**config.mk**
```make
export PLATFORM = sky130hd
export DESIGN_NAME = adc_multichannel_combiner
export DESIGN_NICKNAME = d
export VERILOG_FILES = /design/src/rtl/adc_multichannel_combiner.sv
export SDC_FILE = /design/constraint.sdc
export NUM_CORES = 1
export LEC_CHECK = 0
export BUFFER_PORTS_ARGS = -buffer_cell sky130_fd_sc_hd__buf_2
export CAP_MARGIN = 15
export CELL_PAD_IN_SITES_DETAIL_PLACEMENT = 1
export CELL_PAD_IN_SITES_GLOBAL_PLACEMENT = 1
export CORE_MARGIN = 2
export CORE_UTILIZATION = 52
export CTS_CLUSTER_SIZE = 24
export DETAILED_ROUTE_END_ITERATION = 8
export HOLD_SLACK_MARGIN = 0.05
export PLACE_DENSITY = 0.95
export SYNTH_ARGS = -nofsm -noshare
export SYNTH_HDL_FRONTEND = slang
export SYNTH_SLANG_ARGS = --single-unit
```
**constraint.sdc**
```tcl
create_clock -name clock -period 6.5 [get_ports clock]
set_clock_uncertainty 0.1 [all_clocks]
set_input_delay 0 -clock clock [delete_from_list [all_inputs] [get_ports clock]]
set_output_delay 0 -clock clock [all_outputs]
set_load 0.01 [all_outputs]
```
**src/rtl/adc_multichannel_combiner.sv**
```systemverilog
// Multichannel ramp-ADC code combiner: pairs rise/fall fine TDC values per channel,
// forms a saturated OFFSET + rise - fall code, optionally averages it, and streams it out round-robin.
module adc_multichannel_combiner #(
  parameter int CHANNELS  = 4,
  parameter int FINE_BITS = 9,
  parameter int OFFSET    = 255,
  parameter int AVG_LOG2  = 0
) (
  input  logic                                            clock,
  input  logic                                            reset,
  input  logic                                            enable,
  input  logic                                            clear_status,
  input  logic [CHANNELS-1:0]                             rise_valid,
  input  logic [CHANNELS*FINE_BITS-1:0]                   rise_value,
  input  logic [CHANNELS-1:0]                             fall_valid,
  input  logic [CHANNELS*FINE_BITS-1:0]                   fall_value,
  output logic                                            out_valid,
  input  logic                                            out_ready,
  output logic [FINE_BITS:0]                              out_data,
  output logic [$clog2((CHANNELS < 2) ? 2 : CHANNELS)-1:0] out_channel,
  output logic [CHANNELS-1:0]                             err_orphan,
  output logic [CHANNELS-1:0]                             overflow
);

  localparam int OUT_BITS = FINE_BITS + 1;
  localparam int CH_BITS  = $clog2((CHANNELS < 2) ? 2 : CHANNELS);
  localparam int ACC_BITS = OUT_BITS + AVG_LOG2;
  localparam int CNT_BITS = (AVG_LOG2 > 0) ? AVG_LOG2 : 1;
  localparam int SUM_BITS = FINE_BITS + 3;
  localparam int CODE_MAX = (1 << OUT_BITS) - 1;
  localparam int unsigned NCH = CHANNELS;
  localparam logic [CNT_BITS-1:0] CNT_LAST = CNT_BITS'((1 << AVG_LOG2) - 1);

  typedef enum logic {WAIT_RISE = 1'b0, WAIT_FALL = 1'b1} state_t;

  // Signed range of OFFSET + rise - fall always fits in SUM_BITS, so the MSB is the sign.
  function automatic logic [OUT_BITS-1:0] clamp_code(input logic [FINE_BITS-1:0] rise,
                                                     input logic [FINE_BITS-1:0] fall);
    logic [SUM_BITS-1:0] s;
    s = SUM_BITS'(OFFSET) + {3'b000, rise} - {3'b000, fall};
    if (s[SUM_BITS-1]) return '0;
    else if (s > SUM_BITS'(CODE_MAX)) return '1;
    else return s[OUT_BITS-1:0];
  endfunction

  function automatic logic [CH_BITS-1:0] wrap_idx(input logic [CH_BITS-1:0] base,
                                                  input int unsigned off);
    int unsigned s;
    s = off + {{(32-CH_BITS){1'b0}}, base};
    if (s >= NCH) s = s - NCH;
    return s[CH_BITS-1:0];
  endfunction

  logic                         r_out_valid;
  logic [OUT_BITS-1:0]          r_out_data;
  logic [CH_BITS-1:0]           r_out_channel;
  logic [CH_BITS-1:0]           r_ptr;
  logic                         w_out_free;
  logic                         w_gnt_vld;
  logic [CH_BITS-1:0]           w_gnt_idx;
  logic [CH_BITS-1:0]           w_cand;
  logic [CHANNELS-1:0]          w_pend_v;
  logic [CHANNELS*OUT_BITS-1:0] w_hold_flat;

  for (genvar k = 0; k < CHANNELS; k++) begin : g_ch
    state_t               r_state, w_state_nxt;
    logic [FINE_BITS-1:0] r_rise, w_rise_nxt, w_rise_in, w_fall_in, w_pair_rise;
    logic                 w_pair, w_orphan;
    logic                 r_p_vld;
    logic [FINE_BITS-1:0] r_p_rise, r_p_fall;
    logic                 r_s1_vld;
    logic [OUT_BITS-1:0]  r_s1_smp;
    logic [ACC_BITS-1:0]  r_acc, w_sum;
    logic [CNT_BITS-1:0]  r_cnt;
    logic                 w_res_vld;
    logic [OUT_BITS-1:0]  w_res;
    logic                 r_pend, w_gnt_me, w_drop, r_err, r_ovf;
    logic [OUT_BITS-1:0]  r_hold;

    assign w_rise_in = rise_value[k*FINE_BITS +: FINE_BITS];
    assign w_fall_in = fall_value[k*FINE_BITS +: FINE_BITS];

    // Edge pairing FSM: decides pairing, rise latching and orphan events
    always_comb begin
      w_state_nxt = r_state;
      w_rise_nxt  = r_rise;
      w_pair      = 1'b0;
      w_pair_rise = r_rise;
      w_orphan    = 1'b0;
      if (!enable) begin
        w_state_nxt = WAIT_RISE;
      end else begin
        case (r_state)
          WAIT_RISE: begin
            if (rise_valid[k] && fall_valid[k]) begin
              w_pair      = 1'b1;
              w_pair_rise = w_rise_in;
            end else if (rise_valid[k]) begin
              w_rise_nxt  = w_rise_in;
              w_state_nxt = WAIT_FALL;
            end else if (fall_valid[k]) begin
              w_orphan = 1'b1;
            end else begin
              w_state_nxt = WAIT_RISE;
            end
          end
          WAIT_FALL: begin
            if (fall_valid[k]) begin
              w_pair = 1'b1;
              if (rise_valid[k]) w_rise_nxt = w_rise_in;
              else w_state_nxt = WAIT_RISE;
            end else if (rise_valid[k]) begin
              w_rise_nxt = w_rise_in;
              w_orphan   = 1'b1;
            end else begin
              w_state_nxt = WAIT_FALL;
            end
          end
          default: w_state_nxt = WAIT_RISE;
        endcase
      end
    end

    // FSM state and the raw pair captured on the pairing edge
    always_ff @(posedge clock or negedge reset) begin
      if (!reset) begin
        r_state  <= WAIT_RISE;
        r_rise   <= '0;
        r_p_vld  <= 1'b0;
        r_p_rise <= '0;
        r_p_fall <= '0;
      end else begin
        r_state  <= w_state_nxt;
        r_rise   <= w_rise_nxt;
        r_p_vld  <= w_pair;
        r_p_rise <= w_pair_rise;
        r_p_fall <= w_fall_in;
      end
    end

    // S1: saturated sample
    always_ff @(posedge clock or negedge reset) begin
      if (!reset) begin
        r_s1_vld <= 1'b0;
        r_s1_smp <= '0;
      end else begin
        r_s1_vld <= r_p_vld;
        r_s1_smp <= clamp_code(r_p_rise, r_p_fall);
      end
    end

    assign w_sum     = r_acc + ACC_BITS'(r_s1_smp);
    assign w_res_vld = enable && r_s1_vld && (r_cnt == CNT_LAST);
    assign w_res     = OUT_BITS'(w_sum >> AVG_LOG2);

    // Averaging accumulator; the last sample of a block is added combinationally into the result
    always_ff @(posedge clock or negedge reset) begin
      if (!reset) begin
        r_acc <= '0;
        r_cnt <= '0;
      end else if (!enable || w_res_vld) begin
        r_acc <= '0;
        r_cnt <= '0;
      end else if (r_s1_vld) begin
        r_acc <= w_sum;
        r_cnt <= r_cnt + CNT_BITS'(1);
      end
    end

    assign w_gnt_me = w_gnt_vld && (w_gnt_idx == CH_BITS'(k));
    assign w_drop   = w_res_vld && r_pend && !w_gnt_me;

    // Holding register: a result landing on a granted entry replaces it, otherwise it is dropped
    always_ff @(posedge clock or negedge reset) begin
      if (!reset) begin
        r_pend <= 1'b0;
        r_hold <= '0;
      end else if (w_res_vld && !w_drop) begin
        r_pend <= 1'b1;
        r_hold <= w_res;
      end else if (w_gnt_me) begin
        r_pend <= 1'b0;
      end
    end

    // Sticky status; a same-cycle event takes priority over clear_status
    always_ff @(posedge clock or negedge reset) begin
      if (!reset) begin
        r_err <= 1'b0;
        r_ovf <= 1'b0;
      end else begin
        if (w_orphan) r_err <= 1'b1;
        else if (clear_status) r_err <= 1'b0;
        if (w_drop) r_ovf <= 1'b1;
        else if (clear_status) r_ovf <= 1'b0;
      end
    end

    assign w_pend_v[k]                           = r_pend;
    assign w_hold_flat[k*OUT_BITS +: OUT_BITS]   = r_hold;
    assign err_orphan[k]                         = r_err;
    assign overflow[k]                           = r_ovf;
  end

  assign w_out_free = !r_out_valid || out_ready;

  // Round-robin grant: first pending channel at or after the pointer
  always_comb begin
    w_gnt_vld = 1'b0;
    w_gnt_idx = '0;
    w_cand    = '0;
    for (int i = 0; i < CHANNELS; i++) begin
      w_cand = wrap_idx(r_ptr, i);
      if (w_out_free && !w_gnt_vld && w_pend_v[w_cand]) begin
        w_gnt_vld = 1'b1;
        w_gnt_idx = w_cand;
      end else begin
        w_gnt_vld = w_gnt_vld;
      end
    end
  end

  // Output register; data and channel hold while stalled
  always_ff @(posedge clock or negedge reset) begin
    if (!reset) begin
      r_out_valid   <= 1'b0;
      r_out_data    <= '0;
      r_out_channel <= '0;
      r_ptr         <= '0;
    end else if (w_gnt_vld) begin
      r_out_valid   <= 1'b1;
      r_out_data    <= w_hold_flat[w_gnt_idx*OUT_BITS +: OUT_BITS];
      r_out_channel <= w_gnt_idx;
      r_ptr         <= wrap_idx(w_gnt_idx, 1);
    end else if (out_ready) begin
      r_out_valid <= 1'b0;
    end
  end

  assign out_valid   = r_out_valid;
  assign out_data    = r_out_data;
  assign out_channel = r_out_channel;

endmodule

```
After elaboration in Yosys (flattened, before gate mapping)
Cells that the tools add are included.
- logic and storage cells: 330
- input bits: 85
- output and inout port bits: 21
- register bits after elaboration: 271
- shift-type cells: 1
- bitwise operators: 8
- reductions and logical operators: 75
- eq/ne operators: 7
- add/subtract/negate cells: 25
- multiply operators: 1
- magnitude comparators: 13
- muxes and demuxes: 144
- operators by type and width (kind ; number):
    $mux 9 ; 20
    $mux 10 ; 16
    $mux 1 ; 79
    $pmux 9 s2 ; 4
    $gt 12x10->1 const B ; 4
    $sub 10x9->11 ; 4
    $add 10x10->10 ; 4
    $add 8x9->10 const A ; 4
    $shiftx 40x7->10 ; 1
    $logic_and 1x1->1 ; 35
    $reduce_bool 2->1 ; 17
    $pmux 1 s2 ; 12
    $mux 2 ; 9
    $logic_not 1->1 ; 13
    $ge 3x3->1 const B ; 4
    $lt 2x3->1 const B ; 4
    $sub 2x1->2 const B ; 5
    $bmux 1 s2 ; 4
    $ne 2x2->1 const B ; 4
    $not 1->1 ; 8
    $reduce_and 2->1 ; 4
    $add 1x2->3 const A ; 2
    $add 2x2->3 const A ; 2
    $logic_or 1x1->1 ; 5
    6 further kinds ; 10

Logic depth before layout (Yosys ltp)
Gate-level depths: netlist of the first run.
- depth in word-level cells: 25
- mapped depth: 11
- depth with buffers taken out: 11

Least setup slack after synthesis of the first run
OpenSTA, ideal clock, no wires.
- path kind: flip-flop to flip-flop
- from: register g_ch[0].r_p_rise[2]
- to: register g_ch[0].r_s1_smp[3]
- slack: 3.878 ns
- path buffers: 0
- library setup time: 0.158 ns
- cell stages (with the launch flop): 9
- period minus slack after synthesis: 2.622 ns
- data required time: 6.242 ns
- data arrival time: 2.364 ns
- cell sequence: dfrtp_1 > ha_1 > ha_1 > a21o_1 > a21oi_1 > o21a_1 > o21ai_0 > a311oi_1 > nor3_1
- word-level cells in the longest chain between the ends: 5
- ends and longest elaborated chain (item ; line ; source):
    start: declaration ; 70 ; logic [FINE_BITS-1:0] r_p_rise, r_p_fall;
    start signal: assignment ; 136 ; r_p_rise <= w_pair_rise;
    $add 8x9->10 * ; 40 ; s = SUM_BITS'(OFFSET) + {3'b000, rise} - {3'b000, fall};
    $sub 10x9->11 * ; 40 ;
    $gt 12x10->1 ; 42 ; else if (s > SUM_BITS'(CODE_MAX)) return '1;
    $mux 10 ; 42 ;
    $mux 10 * ; 41 ; if (s[SUM_BITS-1]) return '0;
    end signal: assignment ; 148 ; r_s1_smp <= clamp_code(r_p_rise, r_p_fall);
    end: declaration ; 72 ; logic [OUT_BITS-1:0] r_s1_smp;
Mark *: on every way between the ends. The rest lies on a longest branch, timed or not.
A chain may end at the register's enable or synchronous reset.

Final worst setup path of the first run
- from: register g_ch[0].r_p_fall[2]
- to: register g_ch[0].r_s1_smp[5]
- word-level cells in the longest chain between the ends: 4
- ends and longest elaborated chain (item ; line ; source):
    start: declaration ; 70 ;
    start signal: assignment ; 137 ; r_p_fall <= w_fall_in;
    $sub 10x9->11 * ; 40 ;
    $gt 12x10->1 ; 42 ;
    $mux 10 ; 42 ;
    $mux 10 * ; 41 ;
Marked as above.

==> results of run 1 <==
==> cells in the mapped netlist, types with 17 or more instances <==
library cell               instances  area share
sky130_fd_sc_hd__a21oi_1          56       0.021
sky130_fd_sc_hd__nor2b_1          20      0.0092
sky130_fd_sc_hd__dfrtp_1         271        0.50
sky130_fd_sc_hd__ha_1            104       0.096
sky130_fd_sc_hd__clkbuf_1         19      0.0052
sky130_fd_sc_hd__o22ai_1          21      0.0097
sky130_fd_sc_hd__xnor2_1          25       0.016
sky130_fd_sc_hd__nand2_1          59       0.016
sky130_fd_sc_hd__nand2b_1         26       0.012
sky130_fd_sc_hd__inv_1           129       0.036
sky130_fd_sc_hd__nor3_1           26      0.0096
sky130_fd_sc_hd__nand3_1          21      0.0077
sky130_fd_sc_hd__mux2i_1          32       0.024
sky130_fd_sc_hd__o21ai_0          58       0.021
sky130_fd_sc_hd__and2_1           17      0.0078
sky130_fd_sc_hd__mux2_2           90       0.075
sky130_fd_sc_hd__nor2_1           84       0.023
==> cells in the final DEF (no fill, tap or decap), types with 15 or more instances in the layout <==
cell type / n
sky130_fd_sc_hd__dfrtp_1: 271
sky130_fd_sc_hd__inv_1: 129
sky130_fd_sc_hd__dlygate4sd3_1: 128
sky130_fd_sc_hd__buf_2: 106
sky130_fd_sc_hd__ha_1: 104
sky130_fd_sc_hd__mux2_2: 90
sky130_fd_sc_hd__nor2_1: 84
sky130_fd_sc_hd__nand2_1: 59
sky130_fd_sc_hd__o21ai_0: 58
sky130_fd_sc_hd__a21oi_1: 56
sky130_fd_sc_hd__mux2i_1: 32
sky130_fd_sc_hd__clkbuf_16: 31
sky130_fd_sc_hd__nor3_1: 26
sky130_fd_sc_hd__nand2b_1: 26
sky130_fd_sc_hd__xnor2_1: 25
sky130_fd_sc_hd__nand3_1: 21
sky130_fd_sc_hd__o22ai_1: 21
sky130_fd_sc_hd__nor2b_1: 20
sky130_fd_sc_hd__and2_1: 17
sky130_fd_sc_hd__o21a_1: 15
sky130_fd_sc_hd__a211o_1: 15
==> layer usage <==
metal	global-route usage	share of wire
met5	0	0
met2	0.617	0.52
met3	0.0507	0.051
met1	0.400	0.38
met4	0.161	0.052
==> sequential cells by signal (all words and copies together), names as in the netlist, 10 cells and up <==
signal and cells:
g_ch.r_acc 40, g_ch.r_p_rise 36, g_ch.r_s1_smp 40, g_ch.r_p_fall 36
g_ch.r_rise 36, g_ch.r_hold 40, out_data 10
==> through the flow <==
| step | hold slack (ps) | util | total power [mW] | instances | area, um2 |
|---|---|---|---|---|---|
| finish | 115 | 0.647 | 6.14 | 1838 | 16700 |
| global route | 128 | 0.647 | 6.39 | 1838 | 16700 |
| global placement | -29.0 | 0.558 | 3.92 | 1653 | 14400 |
| CTS | 97.2 | 0.646 | 5.91 | 1835 | 16700 |
| floorplan | -396 | - | 3.52 | 1240 | 13600 |
| detailed placement | -25.1 | 0.558 | 4.11 | 1653 | 14400 |
==> logic make-up (layout without fill, tap and decap cells) <==
kind of cell,Yosys count,in the layout,share of synthesized area
simple gates,300,300,0.111
xor+xnor,38,38,0.0245
mux,122,122,0.0982
compound gates,236,236,0.112
buf+inv,161,423,0.0475
other cells,0,1,0
flops,271,271,0.499
fa+ha+maj,112,112,0.108
==> critical path: stages (launching register included) <==
cell,delay (ps)
sky130_fd_sc_hd__dfrtp_1,390
sky130_fd_sc_hd__inv_1,100
sky130_fd_sc_hd__ha_1,260
sky130_fd_sc_hd__ha_1,320
sky130_fd_sc_hd__a21o_1,190
sky130_fd_sc_hd__a21oi_1,310
sky130_fd_sc_hd__o21a_1,190
sky130_fd_sc_hd__o21ai_0,150
sky130_fd_sc_hd__a311oi_1,940
sky130_fd_sc_hd__nor3_1,170
==> worst max-delay path by stage <==
| stage | endpoint |
|---|---|
| global placement | g_ch[3].r_s1_smp[7] |
| floorplan | g_ch[0].r_s1_smp[3] |
| finish | g_ch[0].r_s1_smp[5] |
| CTS | g_ch[2].r_s1_smp[4] |
| global route | g_ch[0].r_s1_smp[3] |
| detailed placement | g_ch[3].r_s1_smp[3] |
==> final cells by class <==
class | count | share of cell area
Clock buffer | 44 | 0.0541
Tap cell | 335 | 0.0251
Sequential cell | 271 | 0.406
Antenna cell | 1 | 0.000150
Clock inverter | 9 | 0.00315
Inverter | 129 | 0.0290
Multi-Input combinational cell | 808 | 0.369
Timing Repair Buffer | 241 | 0.114
==> where the power goes <==
group          internal [mW]  total, mW  switching, mW
sequential              2.09       2.38          0.293
clock                  0.959       1.71          0.753
combinational          0.829       2.04           1.21
==> impl_metrics.json, run 1 <==
{
  "clk-insertion-delay-late_ps": 580,
  "synth-seq-area-share": 0.499,
  "setup_slack_ps": 3200,
  "worst_ep_arrival_time_ps": 3600,
  "die_y_um": 166,
  "syn-num-nets": 1437,
  "grt_first_pass_wirelength_um": 73800,
  "syn_inst": 1240,
  "dpl_worst_slack_ps": 3290,
  "timing.rr.start": "g_ch[0].r_p_fall[2]",
  "multi_input_comb_area_um2": 6160,
  "finalCritPeriodShare": 0.508,
  "tns_ps": 0,
  "worst-endpoint-required_ps": 6800,
  "synth-edff-count": 0,
  "grt_max_degree": 171,
  "synth_warnings": 0,
  "postSynthRegisterBits": 271,
  "grt_pass1_vias": 12900,
  "timing.fmax_mhz": 303,
  "critPathMaxFanout": 8,
  "detailed_place_hpwl_um": 23800,
  "crit_start": "g_ch[0].r_p_fall[2]",
  "timing.hold.worst_path_depth": 3,
  "number_of_violations_of_the_max_capacitance_limit": 0,
  "ratio_of_cells_with_drive_above_1_in_the_final_layout": 0.174,
  "gp_congestion": 0.824,
  "post_cts_resized": 0,
  "timing.critical_path.from_type": "register",
  "syn_area_um2": 13600,
  "drtAntennaViolNets": 0,
  "timing.rr.end": "g_ch[0].r_s1_smp[5]",
  "cts.sink_count": 271,
  "ir_worst_vdd_uv": 231,
  "antenna_found_initial": 1,
  "clockBufferDepth": 3,
  "rr_worst_depth": 9,
  "overflow": 0,
  "setup_viol": 0,
  "nets": 1678,
  "layout.filler_cells": 2657,
  "dieArea_um2": 27400,
  "final_hold_viol_count": 0,
  "synth_cell_type_count": 53,
  "p_leak_nw": 8.05,
  "detail_route.vias_per_cell": 6.05,
  "synthArstFlopShare": 1.00,
  "die_width_um": 166,
  "regToRegSetupSlack_ps": 3200,
  "route.final.wire_length_um": 46600,
  "finalCriticalPeriod_ps": 3300,
  "wl_per_cell_um": 25.3,
  "path_clk_slew_ps": 70,
  "powerDensity_nw_per_um2": 367,
  "worstSetupEndpointType": "register",
  "layout_area_growth_over_synthesis_pct": 23.0,
  "sequential_cell_area_um2": 6780,
  "cts_root_buf": "sky130_fd_sc_hd__clkbuf_16",
  "cts_inserted_buffers": 30,
  "critPathKind": "reg2reg",
  "design.portCount": 106,
  "cts_tree": "yes",
  "timing.hold.worst_endpoint": "g_ch[2].r_rise[1]",
  "cts-hold-fix-buffers": 129,
  "grtUsageTotal": 0.341,
  "initial_utilization": 0.526,
  "min_delay_startpoint": "rise_value[19]",
  "drc_errors": 0,
  "routed-via-count": 11100,
  "drt_first_pass_iters": 5,
  "relSlewSlack": 0.291,
  "worstMarginPinSlew_ps": 1060,
  "rsz0062_at_grt": "false",
  "min-delay-path-class": "in2reg",
  "port_buffers": 105,
  "postSynth.topFlopCell": "sky130_fd_sc_hd__dfrtp_1",
  "std_cell_core_area_um2": 25800,
  "status": "finished, final reports clean",
  "drt-initial-drc-count": 752,
  "post_cts_buffers": 0,
  "synthesis.area_per_instance_um2": 11.0,
  "clock_tree.htree_level_count": 1,
  "rows": 59,
  "slew_violations": 0
}
No activity file was read; power rests on OpenSTA's default activity.
==> inputs of run 2 (changes only) <==
CORE_UTILIZATION = 44   (was 52)
PLACE_DENSITY = 0.87   (was 0.95)
clock period = 3 ns   (was 6.5 ns; I/O delays follow)
==> impl_metrics.json, run 2 (synthesis gave the netlist of run 1 again) <==
{
  "path_clk_slew_ps": 80,
  "clockBufferDepth": 3,
  "largestRegisters": "g_ch.r_acc (40), g_ch.r_hold (40), g_ch.r_s1_smp (40)",
  "dieArea_um2": 32300,
  "layout.filler_cells": 3193,
  "worstSetupEndpointType": "register",
  "cts.sink_count": 271,
  "rows": 64,
  "routed-via-count": 10300,
  "finalCriticalPeriod_ps": 2810,
  "dp_cells": 1728,
  "slew_violations": 0,
  "number_of_violations_of_the_max_capacitance_limit": 0,
  "post-route-cell-area_um2": 17000,
  "slowest_stage": "sky130_fd_sc_hd__a21boi_0",
  "rsz0062_at_grt": "false",
  "timing.critical_path.cells": "ha_1 -> ha_1 -> inv_1 -> fa_1 -> nor2b_1 -> o21ai_0 -> a21boi_0 -> o21a_1 -> nor3_1 -> nor3_1",
  "status": "finished, final reports clean",
  "layout_commonest_cell": "sky130_fd_sc_hd__dfrtp_1",
  "tns_ps": 0,
  "antenna_found_initial": 0,
  "multi_input_comb_area_um2": 6160,
  "drt_first_pass_iters": 4,
  "min-delay-path-class": "in2reg",
  "final_cell_count_no_fill": 1912,
  "powerDensity_nw_per_um2": 776,
  "die_y_um": 180,
  "worstMarginPinSlew_ps": 996,
  "gp_congestion": 0.815,
  "initial_utilization": 0.445,
  "drc_errors": 0,
  "finalCritPeriodShare": 0.935,
  "cts_tree": "yes",
  "grt_pass1_vias": 11800,
  "overflow": 0,
  "wl_per_cell_um": 19.5,
  "p_leak_nw": 8.15,
  "port_buffers": 105,
  "setup_viol": 0,
  "postLayoutCoreUtil": 0.557,
  "layout_area_growth_over_synthesis_pct": 25.1,
  "grt_max_degree": 94,
  "timing.fmax_mhz": 356,
  "relSlewSlack": 0.333,
  "design.portCount": 106,
  "critPathKind": "reg2reg",
  "ratio_of_cells_with_drive_above_1_in_the_final_layout": 0.179,
  "detailed_place_hpwl_um": 22700,
  "placement.cell_area_um2": 14600,
  "nets": 1689,
  "critPathMaxStageDelay_ps": 490,
  "mostFrequentLayoutCells": "271 x sky130_fd_sc_hd__dfrtp_1, 129 x sky130_fd_sc_hd__inv_1, 128 x sky130_fd_sc_hd__dlygate4sd3_1",
  "post_cts_buffers": 0,
  "worst-endpoint-required_ps": 3370,
  "sequential_cell_area_um2": 6780,
  "die_width_um": 180,
  "antenna_cells_inserted": 0,
  "timing.critical_path.from_type": "register",
  "drtAntennaViolNets": 0,
  "total_power_draw_mw": 13.2,
  "critPathMaxFanout": 3,
  "worst_ep_arrival_time_ps": 3170,
  "std_cell_core_area_um2": 30500,
  "grtUsageTotal": 0.235,
  "final_hold_viol_count": 0,
  "clock_tree.htree_level_count": 1,
  "cts_inserted_buffers": 30,
  "cts_root_buf": "sky130_fd_sc_hd__clkbuf_16",
  "drt-initial-drc-count": 377,
  "clk-insertion-delay-late_ps": 570,
  "grt_first_pass_wirelength_um": 61600,
  "detail_route.vias_per_cell": 5.37,
  "route.final.wire_length_um": 37400,
  "regToRegSetupSlack_ps": 190,
  "ir_worst_vdd_uv": 484
}
[run 2: power by group]
| part | internal [mW] | total (mW) | leakage (nW) | switching, mW |
|---|---|---|---|---|
| Clock | 2.51 | 4.06 | 0.533 | 1.54 |
| Combinational | 1.81 | 4.06 | 4.26 | 2.25 |
| Sequential | 4.53 | 5.08 | 3.36 | 0.548 |
[run 2: timing repair]
action                     4_1_cts  5_1_grt
hold endpoints to repair       373        0
gates resized for setup          0        1
setup endpoints to repair        0        1
hold buffers                   128        0
[run 2: per-layer routing]
layer  vias to the layer above  share of wire  track usage
li1                       4786              -            -
met1                      5165           0.39        0.273
met2                       213           0.53        0.434
met3                       102          0.039       0.0316
met4                         0          0.040       0.0972
met5                         -              0            0
[run 2: metrics by stage]
stage          worst slack (ps)  hold WS (ps)
2_1_floorplan               378          -396
3_3_place_gp                456         -25.0
3_5_place_dp                342         -28.9
4_1_cts                     305          81.1
6_report                    195           107
5_1_grt                    43.5           106
[run 2: critical path: cells and delay by family, from the launching register on]
kind,cells,cell delay [ps]
buffers and inverters,1,60
AND/OR/NAND/NOR,3,450
flip-flops,1,370
AO/OA/AOI/OAI,3,860
adder cells (fa/ha/maj),3,860
[run 2: worst paths after layout]
| kind | startpoint | endpoint | cells after the start |
|---|---|---|---|
| min in group asynchronous | reset | g_ch[0].r_rise[7] | 3 |
| max reg2reg | g_ch[3].r_p_rise[1] | g_ch[3].r_s1_smp[7] | 10 |
| max in group asynchronous | reset | g_ch[2].r_acc[9] | 4 |
| max | g_ch[3].r_p_rise[1] | g_ch[3].r_s1_smp[7] | 10 |
| min reg2reg | g_ch[0].r_p_vld | g_ch[0].r_s1_vld | 0 |
| min | rise_value[33] | g_ch[3].r_p_rise[6] | 3 |
[run 2: cell type report]
cell class / instances / area share
Clock inverter: 8 / 0.00972
Tap cell: 396 / 0.0292
Clock buffer: 48 / 0.0541
Timing Repair Buffer: 252 / 0.117
Sequential cell: 271 / 0.399
Inverter: 129 / 0.0285
Multi-Input combinational cell: 808 / 0.363
==> inputs of run 3 (changes only) <==
CORE_MARGIN = unset   (was 2)
==> impl_metrics.json, run 3 (synthesis gave the netlist of run 1 again) <==
{
  "min-delay-path-class": "in2reg",
  "number_of_violations_of_the_max_capacitance_limit": 0,
  "antenna_found_initial": 0,
  "timing.rr.end": "g_ch[3].r_s1_smp[7]",
  "clock_tree.htree_level_count": 1,
  "mostFrequentLayoutCells": "271 x sky130_fd_sc_hd__dfrtp_1, 129 x sky130_fd_sc_hd__inv_1, 128 x sky130_fd_sc_hd__dlygate4sd3_1",
  "timing.rr.start": "g_ch[3].r_p_rise[1]",
  "power.switching_mw": 4.29,
  "wl_met1_um": 15000,
  "grtUsageTotal": 0.241,
  "detailed_place_hpwl_um": 23200,
  "worstMarginPinSlew_ps": 1010,
  "timing.critical_path.cells": "ha_1 -> ha_1 -> inv_1 -> fa_1 -> nor2b_1 -> o21ai_0 -> a21boi_0 -> o21a_1 -> o21a_1 -> nor3_1",
  "tns_ps": 0,
  "worst_ep_arrival_time_ps": 3150,
  "layout_area_growth_over_synthesis_pct": 24.2,
  "nets": 1689,
  "routed-via-count": 10200,
  "grt_first_pass_wirelength_um": 59900,
  "placement.cell_area_um2": 14600,
  "layout.filler_cells": 3222,
  "die_y_um": 178,
  "dieArea_um2": 31600,
  "cts-hold-fix-buffers": 128,
  "clk-insertion-delay-late_ps": 560,
  "grt_pass1_vias": 11600,
  "min_delay_startpoint": "rise_value[6]",
  "critPathKind": "reg2reg",
  "wl_per_cell_um": 19.3,
  "post_cts_buffers": 0,
  "critPathMaxFanout": 3,
  "cp_top_family": "compound AO/OA/AOI/OAI gates",
  "cts_tree": "yes",
  "internal_power_mw": 8.52,
  "gp_congestion": 0.876,
  "route.final.wire_length_um": 36800,
  "p_clk_frac": 0.289,
  "total_power_draw_mw": 12.8,
  "std_cell_core_area_um2": 30000,
  "postLayoutCoreUtil": 0.562,
  "sequential_cell_area_um2": 6780,
  "drt-initial-drc-count": 505,
  "timing.hold.worst_endpoint": "g_ch[0].r_p_rise[6]",
  "setup_viol": 0,
  "critPathMaxStageDelay_ps": 440,
  "final_hold_viol_count": 0,
  "initial_utilization": 0.452,
  "slowest_stage": "sky130_fd_sc_hd__a21boi_0",
  "path_clk_slew_ps": 60,
  "multi_input_comb_area_um2": 6160,
  "drt_first_pass_iters": 5,
  "port_buffers": 105,
  "timing.hold.worst_path_depth": 3,
  "finalCriticalPeriod_ps": 2810,
  "highest_layer": "met4",
  "slew_violations": 0,
  "power.switching_fraction": 0.335,
  "layout_commonest_cell": "sky130_fd_sc_hd__dfrtp_1",
  "finalCritPeriodShare": 0.937,
  "overflow": 0,
  "ratio_of_cells_with_drive_above_1_in_the_final_layout": 0.178,
  "ir_worst_vdd_uv": 415,
  "post-route-cell-area_um2": 16900,
  "detail_route.vias_per_cell": 5.38,
  "timing.fmax_mhz": 356,
  "relSlewSlack": 0.327,
  "worst-endpoint-required_ps": 3340,
  "cts_root_buf": "sky130_fd_sc_hd__clkbuf_16",
  "power.share.combinational": 0.316,
  "post_cts_resized": 0,
  "worstSetupEndpointType": "register",
  "drc_errors": 0,
  "antenna_cells_inserted": 0,
  "rsz0062_at_grt": "false",
  "grt_max_degree": 84,
  "rr_worst_depth": 10,
  "clockBufferDepth": 3,
  "drtAntennaViolNets": 0,
  "design.portCount": 106,
  "powerDensity_nw_per_um2": 759,
  "largestRegisters": "g_ch.r_acc (40), g_ch.r_hold (40), g_ch.r_s1_smp (40)",
  "cts.sink_count": 271,
  "regToRegSetupSlack_ps": 190,
  "rows": 63,
  "die_width_um": 178,
  "p_leak_nw": 8.11,
  "met2RoutedLength_um": 19600,
  "timing.critical_path.from_type": "register",
  "cts_inserted_buffers": 30,
  "p_seq_frac": 0.395,
  "worstPathBufferInverterCount": 1,
  "routed-wl-met3_um": 1180,
  "status": "finished, final reports clean"
}
==> run 3: cell types whose count changed in the layout (fill, tap and decap cells not counted), sizes merged <==
cell,before,now
bufinv,5,3
clkinv,3,8
inv,129,130
clkbuf,48,40
==> run 3: power groups by stage <==
stage | Clock (mW) | Sequential [mW] | Combinational, mW
floorplan | 0 | 4.94 | 2.69
global placement | 0 | 5.06 | 3.52
detailed placement | 0 | 5.11 | 3.76
CTS | 3.76 | 5.06 | 3.96
global route | 3.91 | 5.15 | 4.47
finish | 3.70 | 5.06 | 4.05
==> run 3: through the flow <==
stage | worst slack (ps) | hold slack (ps) | cells
final | 188 | 135 | 1902
after global routing | 33.5 | 138 | 1902
after CTS | 289 | 99.8 | 1902
after detailed placement | 371 | -51.3 | 1722
after global placement | 383 | -62.4 | 1722
after floorplan | 378 | -396 | 1240
==> run 3: worst max-delay path by stage <==
stage	startpoint	to	slack, ps	cells past startpoint
finish	g_ch[3].r_p_rise[1]	g_ch[3].r_s1_smp[7]	190	10
global route	g_ch[3].r_p_rise[1]	g_ch[3].r_s1_smp[9]	30	10
detailed placement	g_ch[2].r_p_fall[1]	g_ch[2].r_s1_smp[7]	370	11
global placement	g_ch[0].r_s1_smp[0]	g_ch[0].r_hold[6]	380	10
CTS	g_ch[2].r_p_fall[1]	g_ch[2].r_s1_smp[7]	290	11
floorplan	g_ch[0].r_p_rise[2]	g_ch[0].r_s1_smp[3]	380	8
==> run 3: cell type report <==
cell class	count	area share
Clock buffer	40	0.0491
Tap cell	390	0.0289
Sequential cell	271	0.402
Clock inverter	12	0.00823
Inverter	129	0.0287
Multi-Input combinational cell	808	0.365
Timing Repair Buffer	252	0.118
==> run 3: per-layer routing <==
metal / vias up / track usage
met5: - / 0
met4: 0 / 0.0734
met3: 68 / 0.0283
met2: 175 / 0.450
met1: 5199 / 0.287
li1: 4797 / -
==> run 3: worst register-to-register path, stage by stage, from the launching register on <==
cell and delay, ps:
sky130_fd_sc_hd__dfrtp_1 390, sky130_fd_sc_hd__ha_1 280, sky130_fd_sc_hd__ha_1 220, sky130_fd_sc_hd__inv_1 100
sky130_fd_sc_hd__fa_1 420, sky130_fd_sc_hd__nor2b_1 180, sky130_fd_sc_hd__o21ai_0 150, sky130_fd_sc_hd__a21boi_0 440
sky130_fd_sc_hd__o21a_1 230, sky130_fd_sc_hd__o21a_1 130, sky130_fd_sc_hd__nor3_1 50
